$ cat config.mk
export PLATFORM = sky130hd
export DESIGN_NAME = decode_packet
export DESIGN_NICKNAME = d
export VERILOG_FILES = /design/src/rtl/decode_packet.sv
export SDC_FILE = /design/constraint.sdc
export NUM_CORES = 2
export LEC_CHECK = 0
export CORE_AREA = 2 2 435 437
export DETAILED_ROUTE_END_ITERATION = 12
export DIE_AREA = 0 0 437 439
export MAX_ROUTING_LAYER = met4
export SLEW_MARGIN = 20
export SYNTH_ARGS = -nofsm -noshare
export SYNTH_HDL_FRONTEND = slang
export SYNTH_SLANG_ARGS = --single-unit
$ cat constraint.sdc
create_clock -name clk -period 3.29 [get_ports clk]
set_input_delay 0.658 -clock clk [delete_from_list [all_inputs] [get_ports clk]]
set_output_delay 0.658 -clock clk [all_outputs]
set_load 0.01 [all_outputs]
$ cat src/rtl/decode_packet.sv
// Reassembles NUMBER_PACKET Aurora flits into one DFX word (data + address) for the decode controller.
// Latency: dfx_valid rises 1 cycle after the last flit is accepted.
// Backpressure: ready_decode_pkt drops while a finished word waits for dfx_ready; no flit is taken during handoff.
module decode_packet #(
    parameter int DATA_WIDTH        = 1024,
    parameter int ADDR_WIDTH        = 10,
    parameter int DATA_DFX_WIDTH    = DATA_WIDTH + ADDR_WIDTH,
    parameter int NUMBER_PACKET     = 19,
    parameter int AURORA_DATA_WIDTH = 64,
    parameter int PAYLOAD_WIDTH     = 55
) (
    input  logic                         clk,
    input  logic                         rst_n,
    input  logic                         decode_valid,
    input  logic [AURORA_DATA_WIDTH-1:0] data_recv,
    output logic                         ready_decode_pkt,
    output logic                         dfx_valid,
    input  logic                         dfx_ready,
    output logic [DATA_DFX_WIDTH-1:0]    data_dfx_recv,
    output logic [1:0]                   dfx_src_router,
    output logic                         seq_error
);

    // The final flit only carries what is left of the word after the full slices.
    localparam int LAST_W = DATA_DFX_WIDTH - (NUMBER_PACKET - 1) * PAYLOAD_WIDTH;
    localparam logic [4:0] LAST_IDX = 5'(NUMBER_PACKET - 1);

    typedef enum logic {
        COLLECT,
        OUTPUT
    } state_t;

    state_t     state_q, state_d;
    logic [4:0] exp_q, exp_d;
    logic [1:0] src_q, src_d;
    logic       flit_accept;
    logic       flit_good;
    logic       wr_en;
    logic       bad_flit;
    logic       frame_done;

    logic [PAYLOAD_WIDTH-1:0] flit_payload;
    logic [4:0]               flit_num;
    logic [1:0]               flit_src;
    logic                     unused_ttl;

    assign flit_payload = data_recv[AURORA_DATA_WIDTH-1:9];
    assign flit_num     = data_recv[6:2];
    assign flit_src     = data_recv[1:0];
    assign unused_ttl   = ^data_recv[8:7];

    assign flit_accept = decode_valid && ready_decode_pkt;
    // Index 0 opens a frame, so its source is the reference for the rest.
    assign flit_good   = (flit_num == exp_q) && ((exp_q == 5'd0) || (flit_src == src_q));

    always_comb begin
        state_d    = state_q;
        exp_d      = exp_q;
        src_d      = src_q;
        wr_en      = 1'b0;
        bad_flit   = 1'b0;
        frame_done = 1'b0;
        case (state_q)
            COLLECT: begin
                if (flit_accept) begin
                    if (flit_good) begin
                        wr_en = 1'b1;
                        if (exp_q == 5'd0) begin
                            src_d = flit_src;
                        end
                        if (exp_q == LAST_IDX) begin
                            exp_d      = 5'd0;
                            state_d    = OUTPUT;
                            frame_done = 1'b1;
                        end else begin
                            exp_d = exp_q + 5'd1;
                        end
                    end else begin
                        bad_flit = 1'b1;
                        // A stray index 0 is most likely the start of a fresh frame: restart on it.
                        if (flit_num == 5'd0) begin
                            wr_en = 1'b1;
                            src_d = flit_src;
                            exp_d = 5'd1;
                        end else begin
                            exp_d = 5'd0;
                        end
                    end
                end
            end
            OUTPUT: begin
                if (dfx_valid && dfx_ready) begin
                    state_d = COLLECT;
                end
            end
            default: state_d = COLLECT;
        endcase
    end

    always_ff @(posedge clk) begin
        if (!rst_n) begin
            state_q          <= COLLECT;
            exp_q            <= 5'd0;
            src_q            <= 2'd0;
            ready_decode_pkt <= 1'b0;
            dfx_valid        <= 1'b0;
            dfx_src_router   <= 2'd0;
            seq_error        <= 1'b0;
        end else begin
            state_q          <= state_d;
            exp_q            <= exp_d;
            src_q            <= src_d;
            ready_decode_pkt <= (state_d == COLLECT);
            dfx_valid        <= (state_d == OUTPUT);
            seq_error        <= bad_flit;
            if (frame_done) begin
                dfx_src_router <= src_d;
            end
        end
    end

    // Slices are written in place; stale bits from an aborted frame are overwritten by the next one.
    always_ff @(posedge clk) begin
        if (!rst_n) begin
            data_dfx_recv <= '0;
        end else if (wr_en) begin
            for (int k = 0; k < NUMBER_PACKET - 1; k++) begin
                if (flit_num == 5'(k)) begin
                    data_dfx_recv[k*PAYLOAD_WIDTH +: PAYLOAD_WIDTH] <= flit_payload;
                end
            end
            if (flit_num == LAST_IDX) begin
                data_dfx_recv[DATA_DFX_WIDTH-1 -: LAST_W] <= data_recv[9 +: LAST_W];
            end
        end
    end

endmodule

==> flow_metrics.tcl <==
set metrics [dict create \
    power_per_cell_area_nw_per_um2 487 \
    slew_violations 0 \
    status "finished with violations" \
    ctsHoldBuffers 0 \
    die_x_um 437 \
    n_fill_cell 19700 \
    critical_path_class "reg2out" \
    finalHoldViolCount 0 \
    vias_per_cell 4.40 \
    coreArea_um2 187000 \
    routed_wl_um 182000 \
    crit_family "buffers and inverters" \
    min_period_over_period_pct 80.4 \
    ys_warn_count 0 \
    cts_htree_levels 3 \
    initial_utilization_pct 20.5 \
    synth_cell_type_count 49 \
    wl_per_cell_um 22.7 \
    clock_latency_ns 0.78 \
    finalSetupViolations 0 \
    track_usage_pct 18.5 \
    worst-path-buf-inv 1 \
    clk_path_buf_depth 3 \
    drive_above_1_share_pct 9.22 \
    hold_class "in2reg" \
    gp_congestion 0.837 \
    die_y_um 439 \
    synth_top_family_by_area "simple AND/OR/NAND/NOR gates" \
    synthesis.area_um2 38300 \
    period_needed_ns 2.64 \
    ys_ff_latch 1046 \
    worstPathMaxFanout 2 \
    yosys.area.top_type "dfxtp_1" \
    maxCapViolCount 0 \
    cts_sinks 1046 \
    irDropWorstVdd_mv 0.456 \
    critPathArrivalTime_ns 1.99 \
    synth_compound_area_share_pct 11.8 \
    slowest_stage "clkdlybuf4s50_1" \
    post-cts-setup-buffers 0 \
    cts_resized 0 \
    rsz0062_at_grt "no" \
    synth.net_count 4560 \
    grt_pass1_wl_um 248000 \
    slew_headroom_pct 28.9 \
    yosys-mux-area-fraction_pct 5.81 \
    rows 159 \
    final_util_pct 29.8 \
    synth_simple_gate_area_share_pct 20.9 \
    async_flop_share_pct 0 \
    totalNegativeSetupSlack_ns 0 \
    cp-end-kind "primary output" \
    overflow 0 \
    synth.avg_cell_area_um2 8.52 \
    grt_max_degree 107 \
    violations "DRC" \
    synthToLayoutAreaGrowth_pct 45.5 \
    drtAntennaViolNets 0 \
    vias 35300 \
    cts_tree "done" \
    antenna_found_initial 16 \
    fmax_mhz 378 \
    synth_xor_area_share_pct 0.180 \
    netlist.area_leader.share_pct 54.7 \
    synthTopCellsByArea "dfxtp_1 (55%), nand2_1 (16%), a21oi_1 (9.3%)" \
    synth_enable_flop_cells 0 \
    dieArea_um2 192000 \
    synthCells 4489 \
    io_pins 1107 \
    root_buffer "clkbuf_16" \
    clk_pin_slew_ns 0.06 \
    drtIter0Drc 3009 \
    layout.nets 5505 \
    worstPathCellList "clkdlybuf4s50_1" \
    dp_hpwl_um 123000 \
    drc 8 \
    clock_skew_ns 0.0437 \
    worstPathRequired_ns 2.63 \
    worstMarginPinSlew_ns 1.07 \
    grt_pass1_vias 33100 \
    port_buffers 1104 \
    first_pass_iters 12 \
    power_leakage_nw 17.7 \
    synthAdderAreaFrac_pct 0.0981 \
    startpoint_type "flip-flop" \
    ys.flop_type "dfxtp_1" \
    numCtsBuffers 114 \
    cp_slowest_stage_delay_ns 0.62 \
    yosysSeqAreaShare_pct 54.7 \
]
cells in the final DEF (no fill, tap or decap), drive strengths merged, types with 2 or more instances in the layout:
cell type / n
nand2: 1645
clkdlybuf4s50: 1072
dfxtp: 1046
a21oi: 762
mux2i: 222
nor2: 220
buf: 185
clkbuf: 178
a21boi: 57
and4: 19
nand4: 17
clkinv: 14
nand3: 10
inv: 10
nor4: 10
diode: 8
and3: 8
nor2b: 7
bufinv: 7
xnor2: 7
o21ai: 5
ha: 3
and2: 3
and3b: 2
nor4b: 2
through the flow:
| stage | instances | instance area (um^2) | power (W) | hold slack, ns | setup WS (ns) |
|---|---|---|---|---|---|
| floorplan | 4489 | 38300 | 0.0134 | 0.447 | 1.05 |
| global placement | 7813 | 51700 | 0.0140 | 0.438 | 0.0977 |
| detailed placement | 7813 | 51700 | 0.0140 | 0.442 | 0.0425 |
| CTS | 8017 | 55600 | 0.0274 | 0.271 | 0.580 |
| global route | 8021 | 55700 | 0.0279 | 0.294 | 0.444 |
| finish | 8025 | 55700 | 0.0271 | 0.325 | 0.645 |
state kept, by name (all words and copies together), names as in the netlist:
signal            cells
ready_decode_pkt      1
exp_q                 5
dfx_src_router        2
data_dfx_recv      1034
src_q                 2
seq_error             1
state_q               1
routing by layer:
layer / share of wire (%) / GRT usage, %
met4: 4.3 / 8.24
met3: 8.8 / 4.17
met1: 39 / 21.4
met5: 0 / -
met2: 48 / 30.5
kinds of logic after synthesis:
logic type      count (synthesis)
simple gates                 1949
flops                        1046
compound gates                829
buf+inv                       433
mux                           222
xor+xnor                        7
fa+ha+maj                       3
where the power goes:
part	switching (W)	leakage [nW]	total [W]	internal (W)
combinational	0.000846	7.34	0.00103	0.000186
sequential	0.00000474	8.42	0.0127	0.0127
clock	0.00559	1.92	0.0134	0.00780
Yosys cell counts, types with 2 or more instances:
library cell and instances:
nand2_2 50, mux2i_1 222, buf_2 160, nor4_2 8, dfxtp_1 1046, nor2_1 220, and3_1 7, nor2b_1 7
a21oi_1 711, ha_1 3, xnor2_1 6, nand4_2 4, inv_1 4, nand4_4 10, a21oi_2 51, o21ai_0 5
nand3_1 8, a21boi_0 46, buf_12 27, nand2_1 1595, and2_1 3, nand4_1 3, clkbuf_1 134, nor4_1 2
a21boi_1 11, buf_4 44, buf_6 8, and4_1 19, and3b_1 2, buf_1 54
final timing paths:
kind | startpoint | endpoint | slack (ns) | cells past startpoint
worst max-delay path | data_dfx_recv[858] | data_dfx_recv[858] | 0.65 | 1
worst min-delay path | data_recv[52] | data_dfx_recv[43] | 0.32 | 3
worst max register to register | exp_q[0] | data_dfx_recv[619] | 0.68 | 9
worst min register to register | data_dfx_recv[456] | data_dfx_recv[456] | 0.45 | 2
area by class of cell:
type,instances,area (um^2),share of cell area (%)
multi-input combinational,3010,14900,26.8
sequential,1046,20900,37.6
inverter,5,26.3,0.0472
clock buffer,178,3460,6.22
antenna,8,20.0,0.0360
timing repair buffer,1257,12700,22.8
tap,2495,3120,5.61
clock inverter,26,470,0.845
No activity file was read; power rests on OpenSTA's default activity.
